$ cat src/rtl/axi_multi_chan_logger_if.sv
// Observation bus for axi_multi_chan_logger: NUM_CHAN AXI address channels,
// packed per channel (channel c at [c*W +: W]).
// master = side that drives the channels, slave = the logger (monitor only).
interface axi_multi_chan_logger_if #(
   parameter int NUM_CHAN      = 2,
   parameter int AXI_ADDR_BITW = 32,
   parameter int AXI_ID_BITW   = 8,
   parameter int AXI_LEN_BITW  = 8
);
   logic [NUM_CHAN-1:0]               AxiValid_SI;
   logic [NUM_CHAN-1:0]               AxiReady_SI;
   logic [NUM_CHAN*AXI_ID_BITW-1:0]   AxiId_DI;
   logic [NUM_CHAN*AXI_ADDR_BITW-1:0] AxiAddr_DI;
   logic [NUM_CHAN*AXI_LEN_BITW-1:0]  AxiLen_DI;

   modport master (output AxiValid_SI, AxiReady_SI, AxiId_DI, AxiAddr_DI, AxiLen_DI);
   modport slave  (input  AxiValid_SI, AxiReady_SI, AxiId_DI, AxiAddr_DI, AxiLen_DI);
endinterface

$ cat src/rtl/axi_multi_chan_logger.sv
// Multi-channel AXI address-beat logger. Handshaken beats are timestamped,
// queued in per-channel FIFOs, picked round-robin (one per cycle) and written
// as records {ts, addr, len, id, chan} (chan at LSB) to an external log RAM.
// Stop-on-full or ring-buffer mode; sticky Wrapped/Overflow status.
// Optional: define LOGGER_DROP_CNT_EN to add the saturating DropCnt_DO counter.
module axi_multi_chan_logger #(
   parameter int NUM_CHAN       = 2,
   parameter int AXI_ADDR_BITW  = 32,
   parameter int AXI_ID_BITW    = 8,
   parameter int AXI_LEN_BITW   = 8,
   parameter int TS_BITW        = 32,
   parameter int FIFO_DEPTH     = 4,
   parameter int LOG_DEPTH      = 4096,
   localparam int CHAN_BITW     = (NUM_CHAN > 1) ? $clog2(NUM_CHAN) : 1,
   localparam int REC_BITW      = CHAN_BITW + AXI_ID_BITW + AXI_LEN_BITW + AXI_ADDR_BITW + TS_BITW,
   localparam int MEM_DATA_BITW = 32 * ((REC_BITW + 31) / 32),
   localparam int MEM_ADDR_BITW = $clog2(LOG_DEPTH)
) (
   input  logic                       Clk_CI,
   input  logic                       Rst_RI,
   axi_multi_chan_logger_if.slave     axi_bus,
   input  logic                       Enable_SI,
   input  logic                       Clear_SI,
   input  logic                       WrapMode_SI,
   output logic                       MemWrEn_SO,
   output logic [MEM_ADDR_BITW-1:0]   MemAddr_DO,
   output logic [MEM_DATA_BITW-1:0]   MemWrData_DO,
   output logic                       Full_SO,
   output logic                       Wrapped_SO,
   output logic                       Overflow_SO,
   output logic [MEM_ADDR_BITW:0]     Count_DO
`ifdef LOGGER_DROP_CNT_EN
   ,
   output logic [15:0]                DropCnt_DO
`endif
);
   localparam int ENT_BITW  = REC_BITW - CHAN_BITW;   // record without the channel index
   localparam int FPTR_BITW = $clog2(FIFO_DEPTH) + 1; // extra MSB distinguishes full/empty
   localparam logic [MEM_ADDR_BITW-1:0] LAST_ADDR = MEM_ADDR_BITW'(LOG_DEPTH - 1);
   localparam logic [MEM_ADDR_BITW:0]   COUNT_MAX = (MEM_ADDR_BITW + 1)'(LOG_DEPTH);

   typedef enum logic [1:0] {STOPPED, RUN, FULL} state_t;
   state_t state_reg, state_next;

   logic [TS_BITW-1:0]       ts_reg;
   logic [NUM_CHAN-1:0]      hs, capture, drop, push, pop, fifo_empty, fifo_full;
   logic [ENT_BITW-1:0]      entry [NUM_CHAN];
   logic [ENT_BITW-1:0]      head  [NUM_CHAN];
   logic [CHAN_BITW-1:0]     rr_reg, grant_idx;
   logic                     grant_valid, pop_en, accept_ok, last_write;
   logic                     wr_valid_reg, wrapped_reg, overflow_reg;
   logic [MEM_ADDR_BITW-1:0] wr_ptr_reg, wr_addr_reg;
   logic [MEM_DATA_BITW-1:0] wr_data_reg;
   logic [MEM_ADDR_BITW:0]   count_reg;

   assign accept_ok  = Enable_SI & ~Clear_SI;
   assign hs         = axi_bus.AxiValid_SI & axi_bus.AxiReady_SI;
   assign capture    = (accept_ok && state_reg != FULL) ? hs : '0;
   // In FULL every handshake is lost; otherwise only those hitting a full FIFO
   assign drop       = accept_ok ? ((state_reg == FULL) ? hs : (hs & fifo_full)) : '0;
   assign push       = capture & ~fifo_full;
   assign last_write = wr_valid_reg && (wr_addr_reg == LAST_ADDR);
   // In stop mode nothing may be popped while the final slot is being written,
   // otherwise a record would be assigned to a wrapped address.
   assign pop_en     = grant_valid & ~Clear_SI & (state_reg != FULL) & ~(last_write & ~WrapMode_SI);

   for (genvar gi = 0; gi < NUM_CHAN; gi++) begin : g_chan
      logic [ENT_BITW-1:0]  mem_reg [FIFO_DEPTH];
      logic [FPTR_BITW-1:0] wptr_reg, rptr_reg;

      assign entry[gi] = {ts_reg,
                          axi_bus.AxiAddr_DI[gi*AXI_ADDR_BITW +: AXI_ADDR_BITW],
                          axi_bus.AxiLen_DI[gi*AXI_LEN_BITW +: AXI_LEN_BITW],
                          axi_bus.AxiId_DI[gi*AXI_ID_BITW +: AXI_ID_BITW]};
      assign fifo_empty[gi] = (wptr_reg == rptr_reg);
      assign fifo_full[gi]  = (wptr_reg[FPTR_BITW-1] != rptr_reg[FPTR_BITW-1]) &&
                              (wptr_reg[FPTR_BITW-2:0] == rptr_reg[FPTR_BITW-2:0]);
      assign head[gi]       = mem_reg[rptr_reg[FPTR_BITW-2:0]];
      assign pop[gi]        = pop_en && (grant_idx == CHAN_BITW'(gi));

      // FIFO storage, no reset needed (validity tracked by pointers)
      always_ff @(posedge Clk_CI) begin
         if (push[gi]) mem_reg[wptr_reg[FPTR_BITW-2:0]] <= entry[gi];
      end

      // FIFO pointers; clear flushes
      always_ff @(posedge Clk_CI or posedge Rst_RI) begin
         if (Rst_RI) begin
            wptr_reg <= '0;
            rptr_reg <= '0;
         end else if (Clear_SI) begin
            wptr_reg <= '0;
            rptr_reg <= '0;
         end else begin
            if (push[gi]) wptr_reg <= wptr_reg + 1'b1;
            if (pop[gi])  rptr_reg <= rptr_reg + 1'b1;
         end
      end
   end

   // Round-robin search: first non-empty FIFO at or after the RR pointer
   always_comb begin
      logic [CHAN_BITW:0] cand;
      grant_valid = 1'b0;
      grant_idx   = '0;
      cand        = '0;
      for (int i = NUM_CHAN - 1; i >= 0; i--) begin
         cand = {1'b0, rr_reg} + (CHAN_BITW + 1)'(i);
         if (cand >= (CHAN_BITW + 1)'(NUM_CHAN)) cand = cand - (CHAN_BITW + 1)'(NUM_CHAN);
         if (!fifo_empty[cand[CHAN_BITW-1:0]]) begin
            grant_valid = 1'b1;
            grant_idx   = cand[CHAN_BITW-1:0];
         end
      end
   end

   // Next-state logic for the capture/stop FSM
   always_comb begin
      state_next = state_reg;
      if (Clear_SI) begin
         state_next = Enable_SI ? RUN : STOPPED;
      end else begin
         case (state_reg)
            STOPPED: if (last_write && !WrapMode_SI) state_next = FULL;
                     else if (Enable_SI)             state_next = RUN;
            RUN:     if (last_write && !WrapMode_SI) state_next = FULL;
                     else if (!Enable_SI)            state_next = STOPPED;
            default: state_next = FULL;
         endcase
      end
   end

   // FSM state register
   always_ff @(posedge Clk_CI or posedge Rst_RI) begin
      if (Rst_RI) state_reg <= STOPPED;
      else        state_reg <= state_next;
   end

   // Timestamp, RR pointer, write stage and status registers
   always_ff @(posedge Clk_CI or posedge Rst_RI) begin
      if (Rst_RI) begin
         ts_reg       <= '0;
         rr_reg       <= '0;
         wr_valid_reg <= 1'b0;
         wr_ptr_reg   <= '0;
         wr_addr_reg  <= '0;
         wr_data_reg  <= '0;
         count_reg    <= '0;
         wrapped_reg  <= 1'b0;
         overflow_reg <= 1'b0;
      end else if (Clear_SI) begin
         ts_reg       <= '0;
         rr_reg       <= '0;
         wr_valid_reg <= 1'b0;
         wr_ptr_reg   <= '0;
         wr_addr_reg  <= '0;
         count_reg    <= '0;
         wrapped_reg  <= 1'b0;
         overflow_reg <= 1'b0;
      end else begin
         ts_reg       <= ts_reg + 1'b1;
         wr_valid_reg <= pop_en;
         if (pop_en) begin
            rr_reg      <= (grant_idx == CHAN_BITW'(NUM_CHAN - 1)) ? '0 : grant_idx + 1'b1;
            wr_addr_reg <= wr_ptr_reg;
            wr_data_reg <= MEM_DATA_BITW'({head[grant_idx], grant_idx});
            wr_ptr_reg  <= wr_ptr_reg + 1'b1;
         end
         if (wr_valid_reg && count_reg != COUNT_MAX) count_reg <= count_reg + 1'b1;
         if (last_write && WrapMode_SI) wrapped_reg <= 1'b1;
         if (|drop) overflow_reg <= 1'b1;
      end
   end

`ifdef LOGGER_DROP_CNT_EN
   logic [15:0] drop_cnt_reg;
   logic [16:0] drop_sum;

   // Add this cycle's drops (several channels may drop at once)
   always_comb begin
      drop_sum = {1'b0, drop_cnt_reg};
      for (int i = 0; i < NUM_CHAN; i++) drop_sum = drop_sum + 17'(drop[i]);
   end

   // Saturating drop counter
   always_ff @(posedge Clk_CI or posedge Rst_RI) begin
      if (Rst_RI)        drop_cnt_reg <= '0;
      else if (Clear_SI) drop_cnt_reg <= '0;
      else               drop_cnt_reg <= drop_sum[16] ? 16'hFFFF : drop_sum[15:0];
   end

   assign DropCnt_DO = drop_cnt_reg;
`endif

   assign MemWrEn_SO   = wr_valid_reg;
   assign MemAddr_DO   = wr_addr_reg;
   assign MemWrData_DO = wr_data_reg;
   assign Full_SO      = (state_reg == FULL);
   assign Wrapped_SO   = wrapped_reg;
   assign Overflow_SO  = overflow_reg;
   assign Count_DO     = count_reg;
endmodule

$ cat src/flat_wrapper.sv
// flat-port wrapper written by rule: the top's interface ports become plain ports
module axi_multi_chan_logger_flat 
#(
   parameter int NUM_CHAN       = 2,
   parameter int AXI_ADDR_BITW  = 32,
   parameter int AXI_ID_BITW    = 8,
   parameter int AXI_LEN_BITW   = 8,
   parameter int TS_BITW        = 32,
   parameter int FIFO_DEPTH     = 4,
   parameter int LOG_DEPTH      = 4096,
   localparam int CHAN_BITW     = (NUM_CHAN > 1) ? $clog2(NUM_CHAN) : 1,
   localparam int REC_BITW      = CHAN_BITW + AXI_ID_BITW + AXI_LEN_BITW + AXI_ADDR_BITW + TS_BITW,
   localparam int MEM_DATA_BITW = 32 * ((REC_BITW + 31) / 32),
   localparam int MEM_ADDR_BITW = $clog2(LOG_DEPTH)
)
  (Clk_CI, Rst_RI, Enable_SI, Clear_SI, WrapMode_SI, MemWrEn_SO, MemAddr_DO, MemWrData_DO, Full_SO, Wrapped_SO, Overflow_SO, Count_DO, axi_bus_AxiValid_SI, axi_bus_AxiReady_SI, axi_bus_AxiId_DI, axi_bus_AxiAddr_DI, axi_bus_AxiLen_DI);
  axi_multi_chan_logger_if #(.NUM_CHAN(NUM_CHAN), .AXI_ADDR_BITW(AXI_ADDR_BITW), .AXI_ID_BITW(AXI_ID_BITW), .AXI_LEN_BITW(AXI_LEN_BITW)) axi_bus_i ();
  input  logic Clk_CI;
  input  logic Rst_RI;
  input  logic Enable_SI;
  input  logic Clear_SI;
  input  logic WrapMode_SI;
  output logic MemWrEn_SO;
  output logic [MEM_ADDR_BITW-1:0] MemAddr_DO;
  output logic [MEM_DATA_BITW-1:0] MemWrData_DO;
  output logic Full_SO;
  output logic Wrapped_SO;
  output logic Overflow_SO;
  output logic [MEM_ADDR_BITW:0] Count_DO;
  input wire logic [$bits(axi_bus_i.AxiValid_SI)-1:0] axi_bus_AxiValid_SI;
  input wire logic [$bits(axi_bus_i.AxiReady_SI)-1:0] axi_bus_AxiReady_SI;
  input wire logic [$bits(axi_bus_i.AxiId_DI)-1:0] axi_bus_AxiId_DI;
  input wire logic [$bits(axi_bus_i.AxiAddr_DI)-1:0] axi_bus_AxiAddr_DI;
  input wire logic [$bits(axi_bus_i.AxiLen_DI)-1:0] axi_bus_AxiLen_DI;
  assign axi_bus_i.AxiValid_SI = axi_bus_AxiValid_SI;
  assign axi_bus_i.AxiReady_SI = axi_bus_AxiReady_SI;
  assign axi_bus_i.AxiId_DI = axi_bus_AxiId_DI;
  assign axi_bus_i.AxiAddr_DI = axi_bus_AxiAddr_DI;
  assign axi_bus_i.AxiLen_DI = axi_bus_AxiLen_DI;
  axi_multi_chan_logger #(.NUM_CHAN(NUM_CHAN), .AXI_ADDR_BITW(AXI_ADDR_BITW), .AXI_ID_BITW(AXI_ID_BITW), .AXI_LEN_BITW(AXI_LEN_BITW), .TS_BITW(TS_BITW), .FIFO_DEPTH(FIFO_DEPTH), .LOG_DEPTH(LOG_DEPTH)) u_core (.Clk_CI(Clk_CI), .Rst_RI(Rst_RI), .axi_bus(axi_bus_i), .Enable_SI(Enable_SI), .Clear_SI(Clear_SI), .WrapMode_SI(WrapMode_SI), .MemWrEn_SO(MemWrEn_SO), .MemAddr_DO(MemAddr_DO), .MemWrData_DO(MemWrData_DO), .Full_SO(Full_SO), .Wrapped_SO(Wrapped_SO), .Overflow_SO(Overflow_SO), .Count_DO(Count_DO));
endmodule
$ cat config.mk
export PLATFORM = sky130hd
export DESIGN_NAME = axi_multi_chan_logger_flat
export DESIGN_NICKNAME = d
export VERILOG_FILES = /design/src/rtl/axi_multi_chan_logger_if.sv /design/src/rtl/axi_multi_chan_logger.sv /design/src/flat_wrapper.sv
export SDC_FILE = /design/constraint.sdc
export NUM_CORES = 1
export LEC_CHECK = 0
export ABC_CLOCK_PERIOD_IN_PS = 5500
export BUFFER_PORTS_ARGS = -buffer_cell sky130_fd_sc_hd__clkbuf_2
export CORE_ASPECT_RATIO = 0.7
export CORE_MARGIN = 1.5
export CORE_UTILIZATION = 60
export CTS_CLUSTER_DIAMETER = 200
export DETAILED_ROUTE_END_ITERATION = 16
export PLACE_DENSITY = 0.81
export SYNTH_ARGS = -nofsm -noshare
export SYNTH_HDL_FRONTEND = slang
export SYNTH_SLANG_ARGS = --single-unit
$ cat constraint.sdc
create_clock -name Clk_CI -period 5.5 [get_ports Clk_CI]
set_clock_uncertainty 0.15 [all_clocks]
set_input_delay 0.275 -clock Clk_CI [delete_from_list [all_inputs] [get_ports Clk_CI]]
set_output_delay 0.275 -clock Clk_CI [all_outputs]
set_load 0.01 [all_outputs]
==> run metrics, run 1 <==
outcome=finished clean; Reg clk slew, reported paths=0.07 ns; Worst setup EP type=flop; First-pass DRT Iterations=7; Die W=between 200 and 300 microns; Crit Path Max Fanout=53; chip height=around 190 microns; drt wl/cell=27.5 microns; Crit path required time=5.61 ns; # IOs=230; DRC=0; sequential area share after synthesis=0.756; std cell rows=69; Hold Fails Final Rpt=0; fin util=0.712; post-synthesis cell area=31000 sq um; post-synthesis cell count=~1600; Synth top area share=0.620; GR Overflow Total=0; Worst-Margin Slew=1.29 ns; EDFF count, synth=640; Vias=about 17000; Clock Tree Root=clkbuf_16; Routability Congestion=0.773; Async SR Flop Fraction=0.208; post-CTS setup buffers=0; Synth Register Bits=808; final setup TNS=0 ns; CTS tree=built; H-Tree Depth=3; post-synthesis cell type count=51; final total power=14.9 mW; ratio of cells with drive above 1 in the final layout=0.270; number of buffers created by CTS=71; Synth area leaders=edfxtp_1 (62%), dfrtp_1 (14%), mux4_2 (12%); most frequent cells in the layout=edfxtp_1 (640), clkbuf_2 (214), dfrtp_1 (164); Initial Util=0.609; Arr. time, crit path=3.84 ns; critical path class=reg -> reg; Yosys top cell by area=edfxtp_1; largest net degree at the start of global routing=123; max cap viols=0; # fillers=2979; syn_area_per_cell=19.4 sq um; worst skew pair latency=0.61 ns; PortBufs=between 200 and 250; relative slew slack=0.143; ANT nets after route=0; first-pass GRT wire length=~110 mm; Final setup viols=0; commonest non-fill, non-tap cell in the layout=edfxtp_1; Area Overhead vs Synth=16.9%; All-Layer GR Usage=0.284; critical path launch point type=flop; RSZ-0062 raised after global routing=false; setup ws final=1.77 ns; DP HPWL=37.5 mm; CORE AREA=between 50000 and 60000 sq um; initial antenna violation count=1; max FFs per register=640; Lkg Pwr=13.0 nW; clk buf depth=3; Final Max Tran Viols=0; Final Critical Period=3.73 ns; Layout Nets=about 2000; TritonCTS sink count=808; f_max=0.268 GHz; die area=53000 sq um; Peak VDD IR=between 0.0003 and 0.0004 V; yosys warns=0; Tcrit/Tclk final=0.679; number of global-route vias before repair=17700; post-DR vias/cell=6.51; Power Density=approximately 400 nW/um^2; Hold Path Class=in -> reg; pre-CTS setup slack=about 1.8 ns; drt total wl=around 73 mm; Main synth FF type=edfxtp_1; DRT iter0 DRCs=roughly 2200
-- cell families after synthesis --
kind of cell | count (synthesis) | synth area share
xor+xnor | 46 | 0.0130
flops | 808 | 0.756
other cells | 1 | 0.000121
buf+inv | 127 | 0.0184
fa+ha+maj | 14 | 0.00565
compound gates | 138 | 0.0380
simple gates | 297 | 0.0513
mux | 164 | 0.118
-- synth_stat cells (all sizes together) (17+ instances only) --
cell,count
a21oi,19
a221o,80
and3,86
buf,51
clkbuf,52
dfrtp,168
edfxtp,640
inv,24
mux4,160
nand2,46
nand3,36
nor2,59
xnor2,29
xor2,17
-- stage by stage --
step / area, sq um / instances / hold slack, ns
6_report: 36200 / 2649 / 0.0339
5_1_grt: 36200 / 2649 / 0.0815
2_1_floorplan: 31000 / 1609 / 0.203
4_1_cts: 36200 / 2648 / 0.0425
3_3_place_gp: 32800 / 2418 / 0.327
3_5_place_dp: 32800 / 2418 / 0.341
-- final timing paths --
kind                                         startpoint                              end  slack (ns)  depth (start not counted)
setup reg to reg           u_core.g_chan[0].rptr_reg[0]  u_core.g_chan[0].mem_reg[0][24]        1.77                          5
max in group asynchronous                        Rst_RI          u_core.MemWrData_DO[15]        3.65                          4
setup / recovery           u_core.g_chan[0].rptr_reg[0]  u_core.g_chan[0].mem_reg[0][24]        1.77                          5
hold / removal                   axi_bus_AxiReady_SI[1]               u_core.Overflow_SO        0.03                          5
hold reg to reg                      u_core.Overflow_SO               u_core.Overflow_SO        0.35                          2
min in group asynchronous                        Rst_RI          u_core.MemWrData_DO[32]        0.28                          3
-- critical path, cell delays in order (launching register included) --
cell and delay [ns]:
dfrtp_4 1.04, xnor2_1 0.27, nand3_1 0.21, and4_1 0.37
and2_4 0.78, buf_4 0.53
-- power breakdown --
| group | internal, mW | leakage, nW | total [mW] | switching, mW |
|---|---|---|---|---|
| Sequential | 6.92 | 8.04 | 7.30 | 0.387 |
| Clock | 3.04 | 1.20 | 5.25 | 2.21 |
| Combinational | 1.12 | 3.81 | 2.35 | 1.22 |
-- area by class of cell --
type / instances / area, sq um / area share
Antenna cell: 1 / 2.50 / 0.0000691
Clock buffer: 101 / 2000 / 0.0553
Clock inverter: 30 / 463 / 0.0128
Inverter: 24 / 97.6 / 0.00269
Multi-Input combinational cell: 674 / 7100 / 0.196
Sequential cell: 808 / 23400 / 0.647
Tap cell: 674 / 843 / 0.0233
Timing Repair Buffer: 337 / 2270 / 0.0626
-- routing by layer --
metal | wire, microns | share of wire | global-route usage
met1 | 28100 | 0.39 | 0.393
met2 | 35900 | 0.49 | 0.461
met3 | 6780 | 0.093 | 0.0560
met5 | 0 | 0 | 0
met4 | 2190 | 0.030 | 0.0964
-- repair_timing --
action,4_1_cts,5_1_grt
endpoints found under the setup margin,0,0
gates resized for setup,0,0
hold endpoints to repair,508,0
hold buffers,99,0
No activity file was read; power rests on OpenSTA's default activity.
==> run 2: changes to the inputs <==
Settings changed: ABC_CLOCK_PERIOD_IN_PS 5500 to 3800.
Clock period 5.5 ns to 3.8 ns, I/O delays scaled along.
==> run metrics, run 2 (synthesis results as in run 1) <==
Area after DPL=33000 sq um (+0.84%); number of buffers created by CTS=73 (+2.8%); non-filler instance count after layout=2673 (+0.91%); Cells after DPL=2437 (+0.79%); number of global-route vias before repair=17800 (+0.65%); TritonCTS sink count=808 (unchanged); Crit path required time=3.96 ns (-1.65 ns); Crit Path Max Fanout=32 (-40%); Final Critical Period=2.90 ns (-0.834 ns); RSZ-0062 raised after global routing=false; DRT iter0 DRCs=1903 (-12%); failing checks=hold timing; Final Max Tran Viols=0 (unchanged); f_max=0.345 GHz (+29%); relative slew slack=0.352 (+0.209); Worst setup EP type=flop; All-Layer GR Usage=0.287 (+0.00347); H-Tree Depth=3 (unchanged); chip height=193 microns (unchanged); ANT nets after route=0 (unchanged); Arr. time, crit path=3.06 ns (-0.78 ns); CTS tree=built; pre-CTS setup slack=0.924 ns (-0.838 ns); post-CTS setup buffers=0 (unchanged); drt total wl=73.7 mm (+1.0%); clk buf depth=3 (unchanged); Clock Tree Root=clkbuf_16; ratio of cells with drive above 1 in the final layout=0.277 (+0.00741); design area=36500 sq um (+0.79%); hold_ws=-0.00176 ns (-0.0356 ns); # fillers=2939 (-1.3%); Lkg Pwr=13.2 nW (+1.1%); Layout Nets=2058 (+1.1%); post-DR vias/cell=6.53 (+0.40%); Tcrit/Tclk final=0.763 (+0.0842); most frequent cells in the layout=edfxtp_1 (640), clkbuf_2 (214), dfrtp_1 (164); GR Overflow Total=0 (unchanged); worst skew pair latency=0.62 ns (about the same); Peak VDD IR=0.000526 V (+63%); die area=53000 sq um (unchanged); Initial Util=0.609 (unchanged); First-pass DRT Iterations=5 (-2); first-pass GRT wire length=110 mm (+0.78%); drt wl/cell=27.6 microns (+0.11%); DP HPWL=39.0 mm (+4.0%); DRC=0 (unchanged); std cell rows=69 (unchanged); PortBufs=214 (unchanged); setup ws final=0.900 ns (-0.866 ns); final setup TNS=0 ns (unchanged); Routability Congestion=0.839 (+8.5%); Vias=17500 (+1.3%); Worst-Margin Slew=0.972 ns (-0.313 ns); max cap viols=0 (unchanged); Hold Path Class=in -> reg; # IOs=230 (unchanged); max FFs per register=640 (unchanged); critical path launch point type=flop; Power Density=593 nW/um^2 (+44%); Die W=275 microns (unchanged); final total power=21.6 mW (+45%); Final setup viols=0 (unchanged); initial antenna violation count=2 (+1); Reg clk slew, reported paths=0.07 ns (about the same); commonest non-fill, non-tap cell in the layout=edfxtp_1; outcome=finished with violations; Hold Fails Final Rpt=1 (+1); largest net degree at the start of global routing=100 (-19%); CORE AREA=50900 sq um (unchanged); Area Overhead vs Synth=17.8%; critical path class=reg -> reg
[run 2: changes by cell type in the layout (fill, tap and decap cells not counted), moves of 3 or more]
cell,change
inv_6,+3
buf_12,+11
buf_4,+8
clkbuf_8,+3
[run 2: routing by layer]
| layer | global-route usage | up-vias | share of wire |
|---|---|---|---|
| met5 | 0 | - | 0 |
| met4 | 0.0953 | 0 | 0.026 |
| met3 | 0.0658 | 144 | 0.096 |
| met2 | 0.456 | 1059 | 0.49 |
| met1 | 0.402 | 9124 | 0.39 |
| li1 | - | 7135 | - |
[run 2: report_power, final]
part,internal (mW),switching [mW]
Clock,4.36,3.26
Combinational,1.66,1.90
Sequential,10.0,0.434
Total,16.0,5.60
[run 2: cell type report]
type | count | area (sq um) | area share
Clock buffer | 103 | 2060 | 0.0565
Multi-Input combinational cell | 674 | 7100 | 0.195
Antenna cell | 2 | 5.00 | 0.000137
Sequential cell | 808 | 23400 | 0.642
Timing Repair Buffer | 358 | 2570 | 0.0703
Tap cell | 674 | 843 | 0.0231
Inverter | 24 | 93.8 | 0.00257
Clock inverter | 30 | 393 | 0.0108
[run 2: final timing paths]
kind | from | to | slack (ns) | cells after the start
hold reg to reg | u_core.Overflow_SO | u_core.Overflow_SO | 0.35 | 2
setup / recovery | u_core.g_chan[1].rptr_reg[1] | u_core.g_chan[1].mem_reg[1][1] | 0.90 | 5
setup reg to reg | u_core.g_chan[1].rptr_reg[1] | u_core.g_chan[1].mem_reg[1][1] | 0.90 | 5
hold / removal | axi_bus_AxiReady_SI[1] | u_core.Overflow_SO | -0.002 | 5
max in group asynchronous | Rst_RI | u_core.wr_ptr_reg[2] | 2.33 | 4
min in group asynchronous | Rst_RI | u_core.MemWrData_DO[32] | 0.09 | 3
[run 2: through the flow]
step                      utilization  hold slack [ns]
after floorplan                     -            0.118
after global placement          0.650            0.156
after detailed placement        0.650            0.167
after CTS                       0.718           0.0297
after global routing            0.718           0.0436
final                           0.718         -0.00176
[run 2: worst max-delay path: stages (launching register included)]
cell and delay [ns]:
dfrtp_4 0.67, xnor2_1 0.24, nand3_1 0.13, and4_1 0.40, and2_4 0.55, buf_4 0.38
[run 2: timing repair]
| action | 4_1_cts | 5_1_grt |
|---|---|---|
| hold buffers | 101 | 0 |
| hold endpoints to repair | 413 | 0 |
| resized for setup | 0 | 0 |
